$ cat src/rtl/memory_game_ctrl_if.sv
// Player-facing signal bundle of the memory game controller: the game/timebase/keypad
// inputs and the display/status outputs.
interface memory_game_ctrl_if;
    logic       start;
    logic       tick;
    logic [3:0] rnd;
    logic       key_valid;
    logic [3:0] key_digit;
    logic [3:0] disp_digit;
    logic       disp_on;
    logic [3:0] level;
    logic       busy;
    logic       win;
    logic       lose;

    modport master (
        output start, tick, rnd, key_valid, key_digit,
        input  disp_digit, disp_on, level, busy, win, lose
    );

    modport slave (
        input  start, tick, rnd, key_valid, key_digit,
        output disp_digit, disp_on, level, busy, win, lose
    );
endinterface

$ cat src/rtl/memory_game_ctrl.sv
// Memory game sequencer: grows a random digit sequence one digit per level, plays it
// back on the display and checks the player's key entries against it.
module memory_game_ctrl #(
    parameter int unsigned MAX_LEN       = 8,
    parameter int unsigned SHOW_TICKS    = 4,
    parameter int unsigned GAP_TICKS     = 1,
    parameter int unsigned TIMEOUT_TICKS = 16
) (
    input  logic              clk,
    input  logic              reset,
    memory_game_ctrl_if.slave bus
);
    localparam int unsigned IDX_W  = (MAX_LEN > 1) ? $clog2(MAX_LEN) : 1;
    localparam int unsigned DEPTH  = 2 ** IDX_W;
    localparam int unsigned MAX_T0 = (SHOW_TICKS > GAP_TICKS) ? SHOW_TICKS : GAP_TICKS;
    localparam int unsigned MAX_T  = (MAX_T0 > TIMEOUT_TICKS) ? MAX_T0 : TIMEOUT_TICKS;
    localparam int unsigned CNT_W  = $clog2(MAX_T + 1);

    localparam logic [CNT_W-1:0] SHOW_LAST = CNT_W'(SHOW_TICKS - 1);
    localparam logic [CNT_W-1:0] GAP_LAST  = CNT_W'(GAP_TICKS - 1);
    localparam logic [CNT_W-1:0] TO_LAST   = CNT_W'(TIMEOUT_TICKS - 1);
    localparam logic [3:0]       LEN_MAX   = 4'(MAX_LEN);

    typedef enum logic [2:0] {
        S_IDLE, S_GEN, S_SHOW, S_GAP, S_INPUT, S_WIN, S_LOSE
    } state_t;

    state_t            state;
    logic [3:0]        level;
    logic [IDX_W-1:0]  play_idx;
    logic [IDX_W-1:0]  in_idx;
    logic [CNT_W-1:0]  cnt;
    logic [3:0]        digits [DEPTH];

    logic [3:0]        disp_digit;
    logic              disp_on;
    logic              busy;
    logic              win;
    logic              lose;

    logic [3:0]        rnd_adj;
    logic [IDX_W-1:0]  last_idx;
    logic              key_match;

    // Fold 10..15 back into 0..5 so the buffer only ever holds decimal digits.
    assign rnd_adj   = (bus.rnd > 4'd9) ? (bus.rnd - 4'd10) : bus.rnd;
    assign last_idx  = IDX_W'(level - 4'd1);
    assign key_match = (bus.key_digit == digits[in_idx]);

    // Sequence buffer: one new digit appended per level, earlier ones untouched.
    always_ff @(posedge clk) begin
        if (!reset && state == S_GEN) begin
            digits[last_idx] <= rnd_adj;
        end
    end

    always_ff @(posedge clk) begin
        if (reset) begin
            state      <= S_IDLE;
            level      <= '0;
            play_idx   <= '0;
            in_idx     <= '0;
            cnt        <= '0;
            disp_digit <= '0;
            disp_on    <= 1'b0;
            busy       <= 1'b0;
            win        <= 1'b0;
            lose       <= 1'b0;
        end else begin
            unique case (state)
                S_IDLE, S_WIN, S_LOSE: begin
                    if (bus.start) begin
                        state    <= S_GEN;
                        level    <= 4'd1;
                        play_idx <= '0;
                        in_idx   <= '0;
                        cnt      <= '0;
                        disp_on  <= 1'b0;
                        busy     <= 1'b1;
                        win      <= 1'b0;
                        lose     <= 1'b0;
                    end
                end

                // On level 1 the digit being written this cycle is the one shown next.
                S_GEN: begin
                    state      <= S_SHOW;
                    play_idx   <= '0;
                    cnt        <= '0;
                    disp_on    <= 1'b1;
                    disp_digit <= (last_idx == '0) ? rnd_adj : digits[0];
                end

                S_SHOW: begin
                    if (bus.tick) begin
                        if (cnt == SHOW_LAST) begin
                            state   <= S_GAP;
                            cnt     <= '0;
                            disp_on <= 1'b0;
                        end else begin
                            cnt <= cnt + CNT_W'(1);
                        end
                    end
                end

                S_GAP: begin
                    if (bus.tick) begin
                        if (cnt == GAP_LAST) begin
                            cnt <= '0;
                            if (play_idx == last_idx) begin
                                state  <= S_INPUT;
                                in_idx <= '0;
                            end else begin
                                state      <= S_SHOW;
                                play_idx   <= play_idx + IDX_W'(1);
                                disp_on    <= 1'b1;
                                disp_digit <= digits[play_idx + IDX_W'(1)];
                            end
                        end else begin
                            cnt <= cnt + CNT_W'(1);
                        end
                    end
                end

                // A key press wins over a timeout-completing tick in the same cycle.
                S_INPUT: begin
                    if (bus.key_valid && key_match) begin
                        cnt <= '0;
                        if (in_idx != last_idx) begin
                            in_idx <= in_idx + IDX_W'(1);
                        end else if (level < LEN_MAX) begin
                            level <= level + 4'd1;
                            state <= S_GEN;
                        end else begin
                            state   <= S_WIN;
                            win     <= 1'b1;
                            busy    <= 1'b0;
                            disp_on <= 1'b0;
                        end
                    end else if (bus.key_valid || (bus.tick && cnt == TO_LAST)) begin
                        state      <= S_LOSE;
                        cnt        <= '0;
                        lose       <= 1'b1;
                        busy       <= 1'b0;
                        disp_on    <= 1'b1;
                        disp_digit <= digits[in_idx];
                    end else if (bus.tick) begin
                        cnt <= cnt + CNT_W'(1);
                    end
                end

                default: state <= S_IDLE;
            endcase
        end
    end

    assign bus.disp_digit = disp_digit;
    assign bus.disp_on    = disp_on;
    assign bus.level      = level;
    assign bus.busy       = busy;
    assign bus.win        = win;
    assign bus.lose       = lose;
endmodule

$ cat src/flat_wrapper.sv
// flat-port wrapper written by rule: the top's interface ports become plain ports
module memory_game_ctrl_flat 
#(
    parameter int unsigned MAX_LEN       = 8,
    parameter int unsigned SHOW_TICKS    = 4,
    parameter int unsigned GAP_TICKS     = 1,
    parameter int unsigned TIMEOUT_TICKS = 16
)
  (clk, reset, bus_start, bus_tick, bus_rnd, bus_key_valid, bus_key_digit, bus_disp_digit, bus_disp_on, bus_level, bus_busy, bus_win, bus_lose);
  memory_game_ctrl_if bus_i ();
  input  logic clk;
  input  logic reset;
  input wire logic [$bits(bus_i.start)-1:0] bus_start;
  input wire logic [$bits(bus_i.tick)-1:0] bus_tick;
  input wire logic [$bits(bus_i.rnd)-1:0] bus_rnd;
  input wire logic [$bits(bus_i.key_valid)-1:0] bus_key_valid;
  input wire logic [$bits(bus_i.key_digit)-1:0] bus_key_digit;
  output wire logic [$bits(bus_i.disp_digit)-1:0] bus_disp_digit;
  output wire logic [$bits(bus_i.disp_on)-1:0] bus_disp_on;
  output wire logic [$bits(bus_i.level)-1:0] bus_level;
  output wire logic [$bits(bus_i.busy)-1:0] bus_busy;
  output wire logic [$bits(bus_i.win)-1:0] bus_win;
  output wire logic [$bits(bus_i.lose)-1:0] bus_lose;
  assign bus_i.start = bus_start;
  assign bus_i.tick = bus_tick;
  assign bus_i.rnd = bus_rnd;
  assign bus_i.key_valid = bus_key_valid;
  assign bus_i.key_digit = bus_key_digit;
  assign bus_disp_digit = bus_i.disp_digit;
  assign bus_disp_on = bus_i.disp_on;
  assign bus_level = bus_i.level;
  assign bus_busy = bus_i.busy;
  assign bus_win = bus_i.win;
  assign bus_lose = bus_i.lose;
  memory_game_ctrl #(.MAX_LEN(MAX_LEN), .SHOW_TICKS(SHOW_TICKS), .GAP_TICKS(GAP_TICKS), .TIMEOUT_TICKS(TIMEOUT_TICKS)) u_core (.clk(clk), .reset(reset), .bus(bus_i));
endmodule
$ cat config.mk
export PLATFORM = sky130hd
export DESIGN_NAME = memory_game_ctrl_flat
export DESIGN_NICKNAME = d
export VERILOG_FILES = /design/src/rtl/memory_game_ctrl_if.sv /design/src/rtl/memory_game_ctrl.sv /design/src/flat_wrapper.sv
export SDC_FILE = /design/constraint.sdc
export NUM_CORES = 1
export LEC_CHECK = 0
export CORE_UTILIZATION = 29
export CTS_CLUSTER_SIZE = 25
export DETAILED_ROUTE_END_ITERATION = 16
export GPL_TIMING_DRIVEN = 0
export SLEW_MARGIN = 0
export SYNTH_ARGS = -nofsm -noshare
export SYNTH_HDL_FRONTEND = slang
export SYNTH_SLANG_ARGS = --single-unit
$ cat constraint.sdc
create_clock -name clk -period 7.7 [get_ports clk]
set_input_delay 1.54 -clock clk [delete_from_list [all_inputs] [get_ports clk]]
set_output_delay 1.54 -clock clk [all_outputs]
set_load 0.05 [all_outputs]
[After elaboration in Yosys (flattened, before gate mapping)]
Memory sizes are Yosys's and may differ from the RTL's. A register that Yosys moved wholly into a read port is not among the register bits.
Index checks and enable logic that the tools add are counted.
Storage, ports and cells
  word-level logic and storage cells: 141
  output and inout port bits: 12
  bits of input ports: 13
  bits in read-only memories: 0
  memories: 1
  bits in writable memories: 32
  flip-flop bits (word level): 26
  latch bits: 0
Memory list
  u_core.digits: depth 8, bits a word 4, rd ports 3, clocked after Yosys merged registers in 1, write ports 1, RTL line memory_game_ctrl.sv:33  | logic [3:0] digits [DEPTH];
Cells by class
  equality and inequality tests: 29
  $add $sub $neg: 6
  reductions and logical operators: 24
  bitwise gates (word level): 0
  $lt $le $gt $ge: 2
  shift-type cells: 0
  div/mod/pow operators: 0
  $mul: 0
  multiplexer cells: 69
Operator list (count)
  2-to-1 mux 3 bit: 21
  2-to-1 mux 4 bit: 11
  2-to-1 mux 5 bit: 8
  one-hot mux 5 bit (5 select lines): 1
  AND reduction 5 bit: 5
  2-to-1 mux 1 bit: 19
  one-hot mux 3 bit (3 select lines): 2
  one-hot mux 3 bit (5 select lines): 1
  != test 2 x 1 -> 1 bit (second input constant): 7
  != test 2 bit (second input constant): 7
  AND reduction 7 bit: 2
  one-hot mux 4 bit (3 select lines): 1
  AND reduction 10 bit: 1
  equality test 3 bit (second input constant): 3
  nonzero test 3 bit: 3
  one-hot mux 4 bit (2 select lines): 1
  adder 3 x 1 -> 3 bit (second input constant): 2
  equality test 3 x 2 -> 1 bit (second input constant): 2
  logical NOT 3 bit: 2
  != test 3 bit (second input constant): 2
  one-hot mux 1 bit (2 select lines): 3
  AND reduction 6 bit: 1
  adder 5 x 1 -> 5 bit (second input constant): 1
  equality test 5 x 2 -> 1 bit (second input constant): 1
  21 further kinds: 23

[Logic depth before layout (Yosys ltp)]
  depth after elaboration: 8
  mapped depth: 10
  mapped depth without buffers: 10

[Worst setup path after synthesis]
Ideal clock, no wire load.
  kind: input-to-reg
  from: input port bus_tick
  to: register u_core.state[1]
  setup slack: 4.590 ns
  required time: 7.604 ns
  buffers on the path: 1
  arrival time: 3.015 ns
  setup time: 0.096 ns
  cell stages on the path: 6
  path through: clkbuf_1 a21oi_1 a221oi_1 a21o_1 o21ai_0 a221oi_1
On the way
  word-level cells in the longest chain between the ends: 4
  elaborated cells on any way between the ends: 6
  those cells by class: eq/ne (3); reduce/logical (3)
RTL lines
  start, declared: RTL line flat_wrapper.sv:14  | input wire logic [$bits(bus_i.tick)-1:0] bus_tick;
  logical AND 1 bit: RTL line memory_game_ctrl.sv:140  | end else if (bus.key_valid || (bus.tick && cnt == TO_LAST)) begin
  logical OR 1 bit: RTL line memory_game_ctrl.sv:140
  != test 3 x 1 -> 1 bit (no line)
  AND reduction 7 bit (no line) (*)
  end signal, assigned: RTL line memory_game_ctrl.sv:135  | state <= S_WIN;
  end signal, assigned: RTL line memory_game_ctrl.sv:141  | state <= S_LOSE;
  end signal, assigned: RTL line memory_game_ctrl.sv:152  | default: state <= S_IDLE;
  end, declared: RTL line memory_game_ctrl.sv:28  | state_t state;
Mark *: on every way between the ends. The rest lies on a longest branch, timed or not.
A chain may end at the register's enable or synchronous reset.

[Worst setup path after layout]
  from: input port bus_key_valid
  to: register u_core.state[1]
On the way
  word-level cells in the longest chain between the ends: 3
  elaborated cells on any way between the ends: 7
  those cells by class: eq/ne (2); mux (2); reduce/logical (3)
RTL lines
  start, declared: RTL line flat_wrapper.sv:16  | input wire logic [$bits(bus_i.key_valid)-1:0] bus_key_valid;
  logical AND 1 bit or logical OR 1 bit (tied branches): RTL line memory_game_ctrl.sv:127, memory_game_ctrl.sv:140
  != test 3 bit (no line), or another cell as far along
  AND reduction 7 bit (no line) or one-hot mux 3 bit (5 select lines) (tied branches)
  end signal, assigned: RTL line memory_game_ctrl.sv:133  | state <= S_GEN;
  end signal, assigned: RTL line memory_game_ctrl.sv:135
  end signal, assigned: RTL line memory_game_ctrl.sv:141
Several ways; a longest one is shown, not always the timed one.

==> impl_metrics.toml <==
[run_status]
run_status = "completed"

[die]
die_w_um = 114.7
design.core.area_um2 = 12210
rows = 40
die_area_um2 = 13150
die_h_um = 114.7
initial_core_util_pct = 30.14
num_io_pins = 25

[cts]
postCtsSetupRepairBufs = 0
clk_pin_slew_ns = 0.06
clock_sinks = 61
clock_path_buffers = 2
htree_num_levels = 3
cts_tree = "built"
clkLatencyLatePin_ns = 0.33
ctsResizeCount = 0
holdBufCountCts = 0
cts_buffers = 9
root_buffer = "clkbuf_16"

[placed_design]
io_buffer_count = 22
placed_cell_area_um2 = 4111
placedCellCount = 542
dp_hpwl_mm = 6.704
gp_congestion = 0.8586

[yosys]
yosysUniqueCellTypes = 62
yosysWarnings = 0
syn-num-nets = 375
synth_ff_type = "edfxtp_1"
netlist_area_um2 = 3681
netlist.area_leader.share_pct = 26.10
synth.avg_cell_area_um2 = 10.46
synth-async-reset-ratio_pct = 0
ys_ff_latch = 61
synthTopCellsByArea = "edfxtp_1, dfxtp_1, mux2i_1"
synth_edf_count = 32
synth_top_area_cell = "edfxtp_1"
syn_inst = 352
synthTopCellsByCount = "nor2_1, edfxtp_1, mux2i_1, nand2_1, dfxtp_1"
yosysMostFrequentCell = "nor2_1"
yosysSeqAreaShare_pct = 41.88

[route]
final_antenna_net_count = 0
firstDrtPassIters = 4
drc = 0
via_per_inst = 5.050
routedWlPerCell_um = 15.92
vias = 2818
drt_iter0_drc = 205
totalWireLength_mm = 8.881

[power_and_ir_drop]
power_density_nw_per_um2 = 289.5
power_mw = 1.270
peakVddDrop_v = 0.0001008
leakage_nw = 1.509

[worst_hold_path]
hold_end = "u_core.bus.disp_digit[2]"
min_from = "u_core.bus.disp_digit[2]"
hold_path_class = "flip-flop to flip-flop"
whs_path_depth = 2

[finish]
syn_to_final_growth_pct = 19.20
final_cells = 558
drive_gt1_share_pct = 12.05
fin_nets = 408
antenna_cells = 0
final_area_um2 = 4388

[timing]
fin_tns_setup_ns = 0
setup_viol_count_final = 0
rsz0062_at_grt = "false"
worst_pin_slew_ns = 1.042
fin_crit_sh_pct = 44.82
max-slew-margin-rel_pct = 29.79
min_period_ns = 3.451
drv_slew = 0
hold_violations = 0
fin_skew_ns = 0.007702
fmax_mhz = 289.8

[worst_setup_path]
r2r_end = "u_core.bus.level[2]"
crit_fanout = 8
reg2reg_setup_slack_ns = 4.78
cp.required_ns = 7.94
r2r_cells = 9
cp-start-kind = "primary input"
worstSetupEndpointType = "flip-flop"
path_class = "primary input to flip-flop"
crit_arrival_ns = 3.69
r2r_start = "u_core.bus.level[0]"

[global_routing]
grt_pass1_wl_mm = 14.30
overflow = 0
grt_pass1_vias = 2701
antenna_found_initial = 0
grt_max_degree = 13
track_usage_pct = 14.63

[flow_run]
maxCapViolations = 0
[worst max-delay path: stages]
cell and delay [ns]:
clkdlybuf4s50_1 0.57, a21oi_1 0.10, a221oi_1 0.90, a21o_1 0.21, o21ai_0 0.08, a221oi_1 0.28
[layout make-up]
| type | count | area (um2) |
|---|---|---|
| Tap cell | 168 | 210.2 |
| Fill cell | 1258 | 7824 |
| Clock inverter | 7 | 51.30 |
| Inverter | 11 | 41.29 |
| Sequential cell | 61 | 1541 |
| Clock buffer | 9 | 225.2 |
| Timing Repair Buffer | 22 | 220.2 |
| Buffer | 21 | 117.6 |
| Multi-Input combinational cell | 259 | 1981 |
[stage by stage]
| step | util, % | hold slack, ns | setup WS, ns |
|---|---|---|---|
| global placement | 33.67 | 0.4573 | 3.980 |
| CTS | 35.93 | 0.4779 | 4.281 |
| detailed placement | 33.67 | 0.4644 | 3.947 |
| global route | 35.93 | 0.5098 | 4.165 |
| floorplan | - | 0.4903 | 4.590 |
| finish | 35.93 | 0.4750 | 4.249 |
[worst max-delay path by stage]
stage,slack [ns],startpoint,end,cells past startpoint
floorplan,4.59,bus_tick,u_core.state[1],6
global placement,3.98,bus_key_valid,u_core.state[1],6
detailed placement,3.95,bus_key_valid,u_core.state[1],6
CTS,4.28,bus_key_valid,u_core.state[1],6
global route,4.17,bus_key_valid,u_core.state[1],6
finish,4.25,bus_key_valid,u_core.state[1],6
[where the power goes]
group	internal [mW]	total, mW	switching (mW)
clock network	0.218	0.371	0.152
logic	0.183	0.501	0.318
registers	0.375	0.398	0.0230
[registers in the layout, indices dropped and copies added, names as in the netlist, named ones only]
name and flops:
u_core.digits 32, u_core.cnt 5, u_core.bus.disp_digit 4, u_core.bus.level 4
u_core.in_idx 3, u_core.play_idx 3, u_core.state 3, u_core.bus.busy 1
u_core.bus.disp_on 1, u_core.bus.lose 1, u_core.bus.win 1
[per-layer routing]
layer,wire [um],track usage [%]
met2,4312,23.84
met3,301,3.335
met4,136,5.714
met1,4131,18.80
met5,0,0
[kinds of logic (layout without fill, tap and decap cells)]
group | Yosys count | count (layout) | synth area share (%)
AO/OA/AOI/OAI | 73 | 73 | 14.07
XOR/XNOR | 16 | 16 | 4.623
adder cells (fa/ha/maj) | 10 | 10 | 3.603
buffers and inverters | 32 | 70 | 4.317
flip-flops | 61 | 61 | 41.88
multiplexers | 44 | 44 | 16.01
AND/OR/NAND/NOR | 116 | 116 | 15.50
[placed cells by master (no fill, tap or decap), types with 3 or more instances in the layout]
cell type        netlist  routed
a21o_1                 4       4
a21oi_1               14      14
a221oi_1               4       4
a31oi_1                5       5
buf_2                  6       6
clkbuf_1              11      11
clkbuf_16              0       9
clkdlybuf4s50_1        0      22
dfxtp_1               29      29
edfxtp_1              32      32
ha_1                   9       9
inv_1                 10      10
mux2i_1               30      30
mux4_2                11      11
nand2_1               30      30
nand2b_1               7       7
nand3_1                5       5
nand3b_1               5       5
nand4_1                6       6
nor2_1                33      33
nor2b_1                4       4
nor3_1                12      12
nor3b_1                3       3
o21a_1                 5       5
o21ai_0               14      14
o221ai_1               3       3
o22ai_1                4       4
xnor2_1                7       7
xor2_1                 6       6
No activity file was read; power rests on OpenSTA's default activity.
